`src/rtl/powlib_sfifo_if.sv`:
```
// Handshake bundle for powlib_sfifo: write end, read end and fill status.
interface powlib_sfifo_if #(
  parameter int W = 32,
  parameter int D = 8
);
  localparam int WIDX = $clog2(D);

  logic [W-1:0]  wrdata;
  logic          wrvld;
  logic          wrrdy;
  logic [W-1:0]  rddata;
  logic          rdvld;
  logic          rdrdy;
  logic [WIDX:0] cnt;
  logic          afull;

  // Producer/consumer side of the FIFO
  modport master (
    output wrdata, wrvld, rdrdy,
    input  wrrdy, rddata, rdvld, cnt, afull
  );

  // FIFO side
  modport slave (
    input  wrdata, wrvld, rdrdy,
    output wrrdy, rddata, rdvld, cnt, afull
  );
endinterface

```
`src/rtl/powlib_sfifo.sv`:
```
// Single-clock first-word-fall-through FIFO with valid/ready on both ends.
// Pointers carry one extra wrap bit so full and empty are distinguishable
// without a separate flag; the head word is read combinationally.
module powlib_sfifo #(
  parameter int W    = 32,
  parameter int D    = 8,
  parameter int WIDX = $clog2(D),
  parameter int AFT  = D - 2
) (
  input  logic           clk,
  input  logic           rst,
  powlib_sfifo_if.slave  fifo
);

  localparam logic [WIDX:0] PTR_ONE = (WIDX + 1)'(1);
  localparam logic [WIDX:0] AFT_L   = (WIDX + 1)'(AFT);

  logic [W-1:0]  mem_q [D];
  logic [WIDX:0] wrptr_q, wrptr_d;
  logic [WIDX:0] rdptr_q, rdptr_d;
  logic [WIDX:0] cnt_q, cnt_d;
  logic          full;
  logic          empty;
  logic          wr_acc;
  logic          rd_acc;

  // Status decode, handshake acceptance and next pointer/count values
  always_comb begin
    empty   = (wrptr_q == rdptr_q);
    full    = (wrptr_q[WIDX] != rdptr_q[WIDX]) &&
              (wrptr_q[WIDX-1:0] == rdptr_q[WIDX-1:0]);
    wr_acc  = fifo.wrvld && !full;
    rd_acc  = fifo.rdrdy && !empty;
    wrptr_d = wr_acc ? (wrptr_q + PTR_ONE) : wrptr_q;
    rdptr_d = rd_acc ? (rdptr_q + PTR_ONE) : rdptr_q;
    cnt_d   = wrptr_d - rdptr_d;
  end

  // Pointer and count state; reset empties the FIFO without an edge
  always_ff @(posedge clk or negedge rst) begin
    if (!rst) begin
      wrptr_q <= '0;
      rdptr_q <= '0;
      cnt_q   <= '0;
    end else begin
      wrptr_q <= wrptr_d;
      rdptr_q <= rdptr_d;
      cnt_q   <= cnt_d;
    end
  end

  // Storage write; contents are never cleared, rdvld masks stale words
  always_ff @(posedge clk) begin
    if (wr_acc) begin
      mem_q[wrptr_q[WIDX-1:0]] <= fifo.wrdata;
    end
  end

  assign fifo.wrrdy  = !full;
  assign fifo.rdvld  = !empty;
  assign fifo.rddata = mem_q[rdptr_q[WIDX-1:0]];
  assign fifo.cnt    = cnt_q;
  assign fifo.afull  = (cnt_q >= AFT_L);

endmodule

```
`src/flat_wrapper.sv`:
```
// flat-port wrapper written by rule: the top's interface ports become plain ports
module powlib_sfifo_flat 
#(
  parameter int W    = 32,
  parameter int D    = 8,
  parameter int WIDX = $clog2(D),
  parameter int AFT  = D - 2
)
  (clk, rst, fifo_wrdata, fifo_wrvld, fifo_rdrdy, fifo_wrrdy, fifo_rddata, fifo_rdvld, fifo_cnt, fifo_afull);
  powlib_sfifo_if #(.W(W), .D(D)) fifo_i ();
  input  logic clk;
  input  logic rst;
  input wire logic [$bits(fifo_i.wrdata)-1:0] fifo_wrdata;
  input wire logic [$bits(fifo_i.wrvld)-1:0] fifo_wrvld;
  input wire logic [$bits(fifo_i.rdrdy)-1:0] fifo_rdrdy;
  output wire logic [$bits(fifo_i.wrrdy)-1:0] fifo_wrrdy;
  output wire logic [$bits(fifo_i.rddata)-1:0] fifo_rddata;
  output wire logic [$bits(fifo_i.rdvld)-1:0] fifo_rdvld;
  output wire logic [$bits(fifo_i.cnt)-1:0] fifo_cnt;
  output wire logic [$bits(fifo_i.afull)-1:0] fifo_afull;
  assign fifo_i.wrdata = fifo_wrdata;
  assign fifo_i.wrvld = fifo_wrvld;
  assign fifo_i.rdrdy = fifo_rdrdy;
  assign fifo_wrrdy = fifo_i.wrrdy;
  assign fifo_rddata = fifo_i.rddata;
  assign fifo_rdvld = fifo_i.rdvld;
  assign fifo_cnt = fifo_i.cnt;
  assign fifo_afull = fifo_i.afull;
  powlib_sfifo #(.W(W), .D(D), .WIDX(WIDX), .AFT(AFT)) u_core (.clk(clk), .rst(rst), .fifo(fifo_i));
endmodule
```
`config.mk`:
```
export PLATFORM = sky130hd
export DESIGN_NAME = powlib_sfifo_flat
export DESIGN_NICKNAME = d
export VERILOG_FILES = /design/src/rtl/powlib_sfifo_if.sv /design/src/rtl/powlib_sfifo.sv /design/src/flat_wrapper.sv
export SDC_FILE = /design/constraint.sdc
export NUM_CORES = 1
export LEC_CHECK = 0
export ABC_AREA = 1
export BUFFER_PORTS_ARGS = -buffer_cell sky130_fd_sc_hd__buf_2
export CAP_MARGIN = 20
export CORE_AREA = 10 10 124 171
export CTS_CLUSTER_SIZE = 14
export DETAILED_ROUTE_END_ITERATION = 10
export DIE_AREA = 0 0 134 181
export GPL_ROUTABILITY_DRIVEN = 0
export PLACE_DENSITY = 0.78
export SETUP_SLACK_MARGIN = 0.02
export SLEW_MARGIN = 30
export SYNTH_ARGS = -nofsm -noshare
export SYNTH_HDL_FRONTEND = slang
export SYNTH_SLANG_ARGS = --single-unit
export TNS_END_PERCENT = 10
```
`constraint.sdc`:
```
create_clock -name clk -period 4.1 [get_ports clk]
set_input_delay 0.205 -clock clk [delete_from_list [all_inputs] [get_ports clk]]
set_output_delay 0.205 -clock clk [all_outputs]
set_load 0.02 [all_outputs]
```
==> flow_summary.toml, run 1 <==
[sta]
finalClockSkew_ps = 10.7
fin_crit_sh_pct = 84.6
timing.final.ws_setup_ps = 633
hold_viol = 0
fmax_ghz = 0.288
timing.hold.ws_ps = 37.9
worst_pin_slew_ps = 940
maxSlewViolCount = 0
fin_setup_tns_ps = 0
period_needed_ps = 3470
slew_headroom_pct = 37.2
setup_viol = 0
rsz0062_at_grt = "false"

[clock_tree]
cts_tree = "done"
clk_path_buf_depth = 3
cts.sinks = 268
path_clk_slew_ps = 60
cts.htree.levels = 1
cts_hold_buf = 32
cts_setup_buffers = 0
cts-root-buf = "clkbuf_16"
cts-resized-gates = 0
clkLatencyLatePin_ps = 510
cts_inserted_buffers = 24

[die]
start_util_pct = 59.6
row_count = 58
core_area_mm2 = 0.0179
die_h_um = 181
pin_count = 75
die_area_mm2 = 0.0243
die_w_um = 134

[synthesis]
synth.cell_area_mm2 = 0.0107
yosysTopAreaCellShare_pct = 71.9
synth.avg_cell_area_um2 = 12.8
syn_inst = 835
synth_fp_nets = 877
synth.area.top_cells = "edfxtp_1 72%, nor2_1 8.1%, o21ai_0 6.1%"
ys_ff_latch = 268
synth_top_area_cell = "edfxtp_1"
synth_cell_type_count = 28
yosysWarnings = 0
ys_seq_area_share_pct = 74.7

[final_layout]
fin_area_mm2 = 0.0124
fillers = 1207
final_layout_size_suffix_gt1_share_pct = 15.9
synthToLayoutAreaGrowth_pct = 16.0
nNetsFinal = 977
fin_cells = 1189
utilization_pct = 69.2
diodes = 0
multiInputGateArea_mm2 = 0.00242
seqCellArea_mm2 = 0.00799

[worst_hold_path]
hold_start = "fifo_wrvld"
hold_class = "in2reg"

[critical_path]
critPathKind = "reg2out"
timing.critical_path.slowest_stage_cell = "buf_4"
cp-startpoint = "u_core.rdptr_q[0]"
crit_fanout = 91
critPathLaunchType = "register"
critPathMaxStageDelay_ps = 800
cp-end-kind = "output pin"
cp.arrival_ps = 3260
cp_cell_sequence = "buf_4, o21ai_0, o22ai_1, nor2_1, a31oi_1, buf_2"
crit_required_ps = 3890

[routing]
drt_pass1_iterations = 6
vias_per_cell = 5.75
drc = 0
drt_iter0_drc = 637
ant_nets = 0
dr_wl_met2_um = 12400
wl_per_cell_um = 19.6
vias = 6842
top_layer = "met4"
wl_um = 23300
met3_length_um = 1220
m1WireLength_um = 8980

[power]
power_frac_comb_pct = 37.9
irDropWorstVdd_mv = 0.724
p_int_mw = 5.75
p_switching_mw = 3.60
p_total_mw = 9.35
sw_frac_of_total_pct = 38.5
power_density_mw_per_mm2 = 754
p_leak_nw = 4.33
p_seq_share_pct = 39.7
p_clk_share_pct = 22.4

[placement]
place_inst = 1116
post-dp-hpwl_um = 13000
placed_cell_area_mm2 = 0.0113
portBuffers = 74
pre_cts_ws_ps = 1210

[grt]
antenna_found_initial = 0
grt_max_degree = 129
grt.total_usage_pct = 18.7
grt_pass1_wl_um = 36600
grt.overflow.total = 0
grt_pass1_vias = 6929

[run]
cap_violations = 0

[run_status]
status = "finished clean"
[placed cells by master (no fill, tap or decap)]
master | netlist | layout
buf_16 | 0 | 2
clkinv_2 | 0 | 1
nand4_4 | 1 | 1
bufinv_16 | 0 | 1
dfrtp_4 | 0 | 1
buf_4 | 5 | 13
nor3_2 | 0 | 1
inv_1 | 17 | 15
a31oi_1 | 33 | 33
xor2_1 | 6 | 6
nand3_1 | 6 | 6
nand3b_1 | 1 | 1
nand2_2 | 6 | 6
nor2_2 | 2 | 2
or2_2 | 1 | 1
dlygate4sd3_1 | 0 | 33
inv_2 | 4 | 6
buf_8 | 0 | 1
buf_6 | 4 | 1
dfrtp_2 | 0 | 1
o22ai_1 | 32 | 32
nor2_1 | 230 | 224
o21ai_0 | 130 | 130
nand2_1 | 34 | 34
nand2_4 | 4 | 4
a21o_1 | 1 | 1
inv_6 | 0 | 1
clkbuf_1 | 28 | 8
dfrtp_1 | 12 | 10
nor2_4 | 1 | 7
clkbuf_16 | 0 | 25
edfxtp_1 | 256 | 256
clkbuf_8 | 0 | 1
fa_1 | 1 | 1
inv_4 | 1 | 1
clkinv_1 | 0 | 3
buf_2 | 11 | 74
ha_1 | 5 | 5
[layer usage]
| layer | GRT usage, % | vias to the layer above |
|---|---|---|
| met2 | 32.9 | 246 |
| met3 | 2.47 | 40 |
| met4 | 7.64 | 0 |
| met1 | 22.4 | 3363 |
| li1 | - | 3193 |
| met5 | 0 | - |
[critical path, delay by kind of cell, from the launching register on]
kind                   cells  cell delay [ps]
buffers and inverters      2             1050
AO/OA/AOI/OAI              3              840
flip-flops                 1              740
AND/OR/NAND/NOR            1               60
[layout make-up]
type | instances | area share, %
Multi-Input combinational cell | 495 | 19.5
Inverter | 22 | 0.686
Clock buffer | 34 | 5.40
Tap cell | 240 | 2.42
Sequential cell | 268 | 64.5
Clock inverter | 6 | 0.444
Timing Repair Buffer | 124 | 7.09
[power groups by stage]
stage	sequential (mW)	combinational (mW)	clock [mW]
finish	3.71	3.55	2.09
global route	3.75	3.93	2.24
CTS	3.71	3.58	2.12
detailed placement	3.76	3.53	0
global placement	3.75	3.43	0
floorplan	3.66	2.52	0
[cell families (layout without fill, tap and decap cells)]
group	count (synthesis)	in the layout	synth area share [%]
and+or+nand+nor	287	287	10.9
AOI/OAI and AO/OA	196	196	9.96
DFF	268	268	74.7
xor gates and xnor gates	6	6	0.492
adders and majority gates	6	6	0.772
buffers and inverters	72	186	3.14
[worst paths after layout]
kind,endpoint,slack (ps),depth (start not counted)
max in group asynchronous,u_core.rdptr_q[0],3750,2
hold / removal,u_core.wrptr_q[3],40,3
hold reg to reg,u_core.wrptr_q[3],570,2
setup reg to reg,u_core.fifo.cnt[3],1180,12
min in group asynchronous,u_core.wrptr_q[2],110,2
setup / recovery,fifo_rddata[31],630,6
[cell usage after synthesis]
master	instances
inv_4	1
clkbuf_1	28
buf_6	4
buf_4	5
nor2_1	230
nor3_1	1
inv_1	17
buf_2	11
nand3b_1	1
dfrtp_1	12
xor2_1	6
o22ai_1	32
nor2_4	1
a31oi_1	33
edfxtp_1	256
buf_1	2
a21o_1	1
inv_2	4
nand3_1	6
nand2_1	34
nand2_4	4
fa_1	1
nand2_2	6
o21ai_0	130
nand4_4	1
ha_1	5
nor2_2	2
or2_2	1
[registers in the layout, summed over array words and instances, names as in the netlist, named ones only]
| register | cells |
|---|---|
| u_core.rdptr_q | 3 |
| u_core.mem_q | 256 |
| u_core.wrptr_q | 4 |
| u_core.fifo.cnt | 4 |
No activity file was read; power rests on OpenSTA's default activity.
==> inputs of run 2 (changes only) <==
Settings changed: ABC_AREA 1 to 0, CORE_AREA 10 10 124 171 to 10 10 123 169, DIE_AREA 0 0 134 181 to 0 0 133 179, PLACE_DENSITY 0.78 to 0.77.
Clock period 4.1 ns to 3.5 ns, I/O delays scaled along.
==> run 2 against run 1 <==
Net effect:
- area after synthesis shrank 2.9%
- setup slack lost 170 ps
- flip-flop and latch count is the same
- synthesized cell count shrank 46%
- worst hold slack gained 37 ps
- sequential power grew 16%
- register-to-register slack lost 720 ps
- clock skew shrank 4.4 ps
- critical path depth grew 3
- largest power group unchanged
==> flow_summary.toml, run 2 <==
[run_status]
status = "finished clean"

[routing]
vias_per_cell = 5.91
wl_per_cell_um = 24.0
drt_pass1_iterations = 4
drc = 0
ant_nets = 0
vias = 4893
drt_iter0_drc = 361
wl_um = 19900

[final_layout]
utilization_pct = 68.4
final_cell_mix = "256 x edfxtp_1, 74 x buf_2, 64 x mux4_2"
final_common_cell = "edfxtp_1"
final_layout_size_suffix_gt1_share_pct = 38.8
fillers = 1105
largest_register_ff_count = 256
nNetsFinal = 615
fin_area_mm2 = 0.0122
synthToLayoutAreaGrowth_pct = 17.2
diodes = 0

[clock_tree]
path_clk_slew_ps = 60
cts_tree = "done"
cts-root-buf = "clkbuf_16"
clkLatencyLatePin_ps = 510
cts-resized-gates = 0
cts_setup_buffers = 0
cts.htree.levels = 1
cts_inserted_buffers = 25
cts.sinks = 268
clk_path_buf_depth = 3
cts_hold_buf = 34

[synthesis]
yosysWarnings = 0
ys_seq_area_share_pct = 76.9
async_flop_share_pct = 4.48
synth_top_area_cell = "edfxtp_1"
synth.cell_area_mm2 = 0.0104
synthTopCellsByCount = "256 x edfxtp_1, 64 x mux4_2, 32 x mux2_2, 12 x dfrtp_1, 8 x xor2_1"
synth_cell_type_count = 35
synthFlopType = "edfxtp_1"
syn_inst = 448
synth_edf_count = 256
yosysTopAreaCellShare_pct = 74.0
yosys.cell_count.top_type = "edfxtp_1"
synth_fp_nets = 490
ys_ff_latch = 268
synth.avg_cell_area_um2 = 23.2
synth.area.top_cells = "edfxtp_1 74%, mux4_2 14%, mux2_2 3.5%"

[critical_path]
cp_cell_sequence = "xor2_1, nor4_4, inv_2, nand2_4, mux2_1, ha_1, a21o_1, a21oi_1, xor2_1"
cp.arrival_ps = 3470
cp_top_family = "simple AND/OR/NAND/NOR gates"
crit_required_ps = 3930
cp-end-kind = "register"
critPathLaunchType = "register"
timing.critical_path.slowest_stage_cell = "dfrtp_1"
critPathKind = "reg2reg"
crit_buf_inv = 1
cp_common_cell = "xor2_1"
crit_fanout = 11
critPathMaxStageDelay_ps = 650

[sta]
worst_pin_slew_ps = 967
fmax_ghz = 0.329
rsz0062_at_grt = "false"
timing.hold.ws_ps = 75.0
period_needed_ps = 3040
hold_viol = 0
finalClockSkew_ps = 6.34
maxSlewViolCount = 0
fin_setup_tns_ps = 0
slew_headroom_pct = 35.5
setup_viol = 0
fin_crit_sh_pct = 86.7

[power]
power_density_mw_per_mm2 = 863
p_total_mw = 10.5
irDropWorstVdd_mv = 0.560
p_leak_nw = 4.06

[placement]
portBuffers = 74
placed_cell_area_mm2 = 0.0111
post-dp-hpwl_um = 10600

[grt]
grt_max_degree = 69
grt.overflow.total = 0
antenna_found_initial = 0
grt_pass1_wl_um = 31400
grt.total_usage_pct = 17.0
grt_pass1_vias = 5316

[die]
pin_count = 75
die_w_um = 133
core_area_mm2 = 0.0178
row_count = 58
die_area_mm2 = 0.0238
start_util_pct = 58.4
die_h_um = 179

[worst_hold_path]
hold_class = "in2async"

[run]
cap_violations = 0
==> run 2: final cells by class <==
type	instances	area (um2)	share of cell area, %
Sequential cell	268	8000	65.7
Multi-Input combinational cell	154	2330	19.1
Timing Repair Buffer	120	801	6.58
Clock buffer	32	652	5.36
Tap cell	240	300	2.47
Clock inverter	10	75.1	0.617
Inverter	4	15.0	0.123
==> run 2: kinds of logic after synthesis <==
logic type | Yosys count | synth area share (%)
AOI/OAI and AO/OA | 7 | 0.554
buffers and inverters | 26 | 1.23
adders and majority gates | 6 | 0.795
muxes | 99 | 17.7
xor gates and xnor gates | 14 | 1.18
DFF | 268 | 76.9
and+or+nand+nor | 28 | 1.66
==> run 2: report_power, final <==
| group | internal [mW] | switching [mW] | leakage, nW |
|---|---|---|---|
| registers | 4.10 | 0.197 | 2.46 |
| clock network | 1.38 | 1.07 | 0.351 |
| logic | 1.64 | 2.12 | 1.24 |
| total | 7.12 | 3.38 | 4.06 |
==> run 2: per-stage QoR <==
| stage | cells | setup WS [ps] |
|---|---|---|
| 2_1_floorplan | 448 | -1080 |
| 3_3_place_gp | 752 | 622 |
| 3_5_place_dp | 752 | 509 |
| 4_1_cts | 828 | 478 |
| 5_1_grt | 828 | 318 |
| 6_report | 828 | 464 |
==> run 2: layer usage <==
metal | share of wire (%) | track usage (%)
met1 | 40 | 21.7
met2 | 52 | 29.3
met3 | 5.5 | 3.28
met4 | 2.2 | 5.06
met5 | 0 | 0
==> run 2: path summary, 6_finish.rpt <==
kind | cells past startpoint | endpoint | from | slack, ps
max in group asynchronous | 2 | u_core.rdptr_q[0] | rst | 3160
min in group clk | 3 | u_core.rdptr_q[0] | fifo_rdrdy | 80
min reg2reg | 1 | u_core.wrptr_q[3] | u_core.wrptr_q[3] | 640
max reg2reg | 9 | u_core.fifo.cnt[3] | u_core.wrptr_q[0] | 460
max | 9 | u_core.fifo.cnt[3] | u_core.wrptr_q[0] | 460
min | 2 | u_core.wrptr_q[3] | rst | 80
==> inputs of run 3 (changes only) <==
Settings changed: PLACE_DENSITY 0.77 to 0.78.
==> run 3 against run 2 <==
Net effect:
- routed wire length is 0.59% higher
- clock skew is 0.96 ps higher
- clock power is 2% lower
- worst hold slack worse by 48 ps
- cell count is 0.60% lower
- critical path depth is 4 lower
- non-clock buffer count is 1 higher
- power is 0.58% lower
- global-route usage is 0.22 points higher
- die area stayed put
- final area is 0.10% lower
- largest power group unchanged
==> flow_summary.toml, run 3 (synthesis gave the netlist of run 2 again) <==
[run_status]
status = "finished clean"

[clock_tree]
cts_setup_buffers = 0
clk_path_buf_depth = 3
cts_inserted_buffers = 24
cts.htree.levels = 1
cts_tree = "done"
cts.sinks = 268
path_clk_slew_ps = 60
clkLatencyLatePin_ps = 510
cts-root-buf = "clkbuf_16"

[routing]
wl_per_cell_um = 24.3
vias_per_cell = 5.88
drt_iter0_drc = 355
drc = 0
wl_um = 20000
drt_pass1_iterations = 4
ant_nets = 0
vias = 4840

[critical_path]
cp_cell_sequence = "buf_4, buf_6, mux4_2, mux2_2, buf_2"
crit_fanout = 38
cp-end-kind = "output pin"
critPathLaunchType = "register"
critPathKind = "reg2out"
cp.arrival_ps = 3100
crit_required_ps = 3320
critPathMaxStageDelay_ps = 590
timing.critical_path.slowest_stage_cell = "buf_4"

[sta]
hold_viol = 0
fmax_ghz = 0.305
slew_headroom_pct = 50.2
finalClockSkew_ps = 7.31
timing.hold.ws_ps = 26.5
rsz0062_at_grt = "false"
timing.final.ws_setup_ps = 226
setup_viol = 0
period_needed_ps = 3270
maxSlewViolCount = 0
worst_pin_slew_ps = 747
fin_crit_sh_pct = 93.5

[final_layout]
final_common_cell = "edfxtp_1"
fillers = 1092
final_layout_size_suffix_gt1_share_pct = 38.9
largest_register_ff_count = 256
synthToLayoutAreaGrowth_pct = 17.0
final_cell_mix = "256 x edfxtp_1, 74 x buf_2, 64 x mux4_2"
diodes = 0
nNetsFinal = 615

[power]
irDropWorstVdd_mv = 0.583
p_leak_nw = 4.06
power_density_mw_per_mm2 = 859

[worst_hold_path]
hold_class = "in2reg"

[run]
cap_violations = 0

[grt]
grt_max_degree = 69
grt_pass1_vias = 5362
grt_pass1_wl_um = 31400
grt.total_usage_pct = 17.3
grt.overflow.total = 0
antenna_found_initial = 0

[die]
start_util_pct = 58.4
die_h_um = 179
die_area_mm2 = 0.0238
row_count = 58
die_w_um = 133
pin_count = 75
core_area_mm2 = 0.0178

[placement]
portBuffers = 74
pre_cts_ws_ps = 491
post-dp-hpwl_um = 11000
[run 3: cell types whose count changed in the layout (fill, tap and decap cells not counted)]
cell / previous run / this run
clkbuf_1: 7 / 5
buf_6: 0 / 2
clkinvlp_4: 1 / 0
clkinv_2: 2 / 1
buf_4: 12 / 11
clkinv_1: 5 / 3
[run 3: final timing paths]
kind / from / end / slack [ps] / depth (start not counted)
max in group asynchronous: rst / u_core.rdptr_q[0] / 3180 / 2
setup / recovery: u_core.rdptr_q[0] / fifo_rddata[17] / 230 / 5
hold reg to reg: u_core.wrptr_q[3] / u_core.wrptr_q[3] / 640 / 1
setup reg to reg: u_core.wrptr_q[0] / u_core.fifo.cnt[3] / 510 / 9
hold / removal: fifo_rdrdy / u_core.rdptr_q[2] / 30 / 3
min in group asynchronous: rst / u_core.rdptr_q[3] / 70 / 2
[run 3: layout make-up]
type / instances / area [um2] / share of cell area (%)
Sequential cell: 268 / 8000 / 65.8
Multi-Input combinational cell: 154 / 2330 / 19.1
Timing Repair Buffer: 121 / 816 / 6.71
Clock buffer: 30 / 644 / 5.30
Tap cell: 240 / 300 / 2.47
Clock inverter: 6 / 55.1 / 0.453
Inverter: 4 / 15.0 / 0.124
[run 3: critical path, delay by kind of cell (launching register included)]
kind | cells | cell delay (ps)
DFF | 1 | 410
muxes | 2 | 890
buffers and inverters | 3 | 1220
[run 3: power breakdown]
part           switching (mW)  total (mW)  internal [mW]
clock                    1.03        2.39           1.36
combinational            2.11        3.75           1.64
sequential              0.199        4.30           4.10
[run 3: layer usage]
layer | vias to the layer above | GRT usage (%) | part of all wire [%]
li1 | 2113 | - | -
met1 | 2543 | 21.0 | 38
met2 | 161 | 30.4 | 54
met3 | 23 | 3.00 | 6.0
met4 | 0 | 6.34 | 1.8
met5 | - | 0 | 0
[run 3: timing repair]
action,in CTS,in global routing
endpoints found under the hold margin,269,0
resized for setup,1,0
hold buffers,34,0
endpoints found under the setup margin,12,0
[run 3: through the flow]
step | cells | cell area, um2 | setup TNS, ps | power (mW) | util [%]
after floorplan | 448 | 10400 | -101150 | 7.06 | -
after global routing | 823 | 12200 | 0 | 11.0 | 68.4
after detailed placement | 753 | 11100 | 0 | 8.16 | 62.5
final | 823 | 12200 | 0 | 10.4 | 68.4
after CTS | 823 | 12200 | 0 | 10.6 | 68.3
after global placement | 753 | 11100 | 0 | 8.00 | 62.5
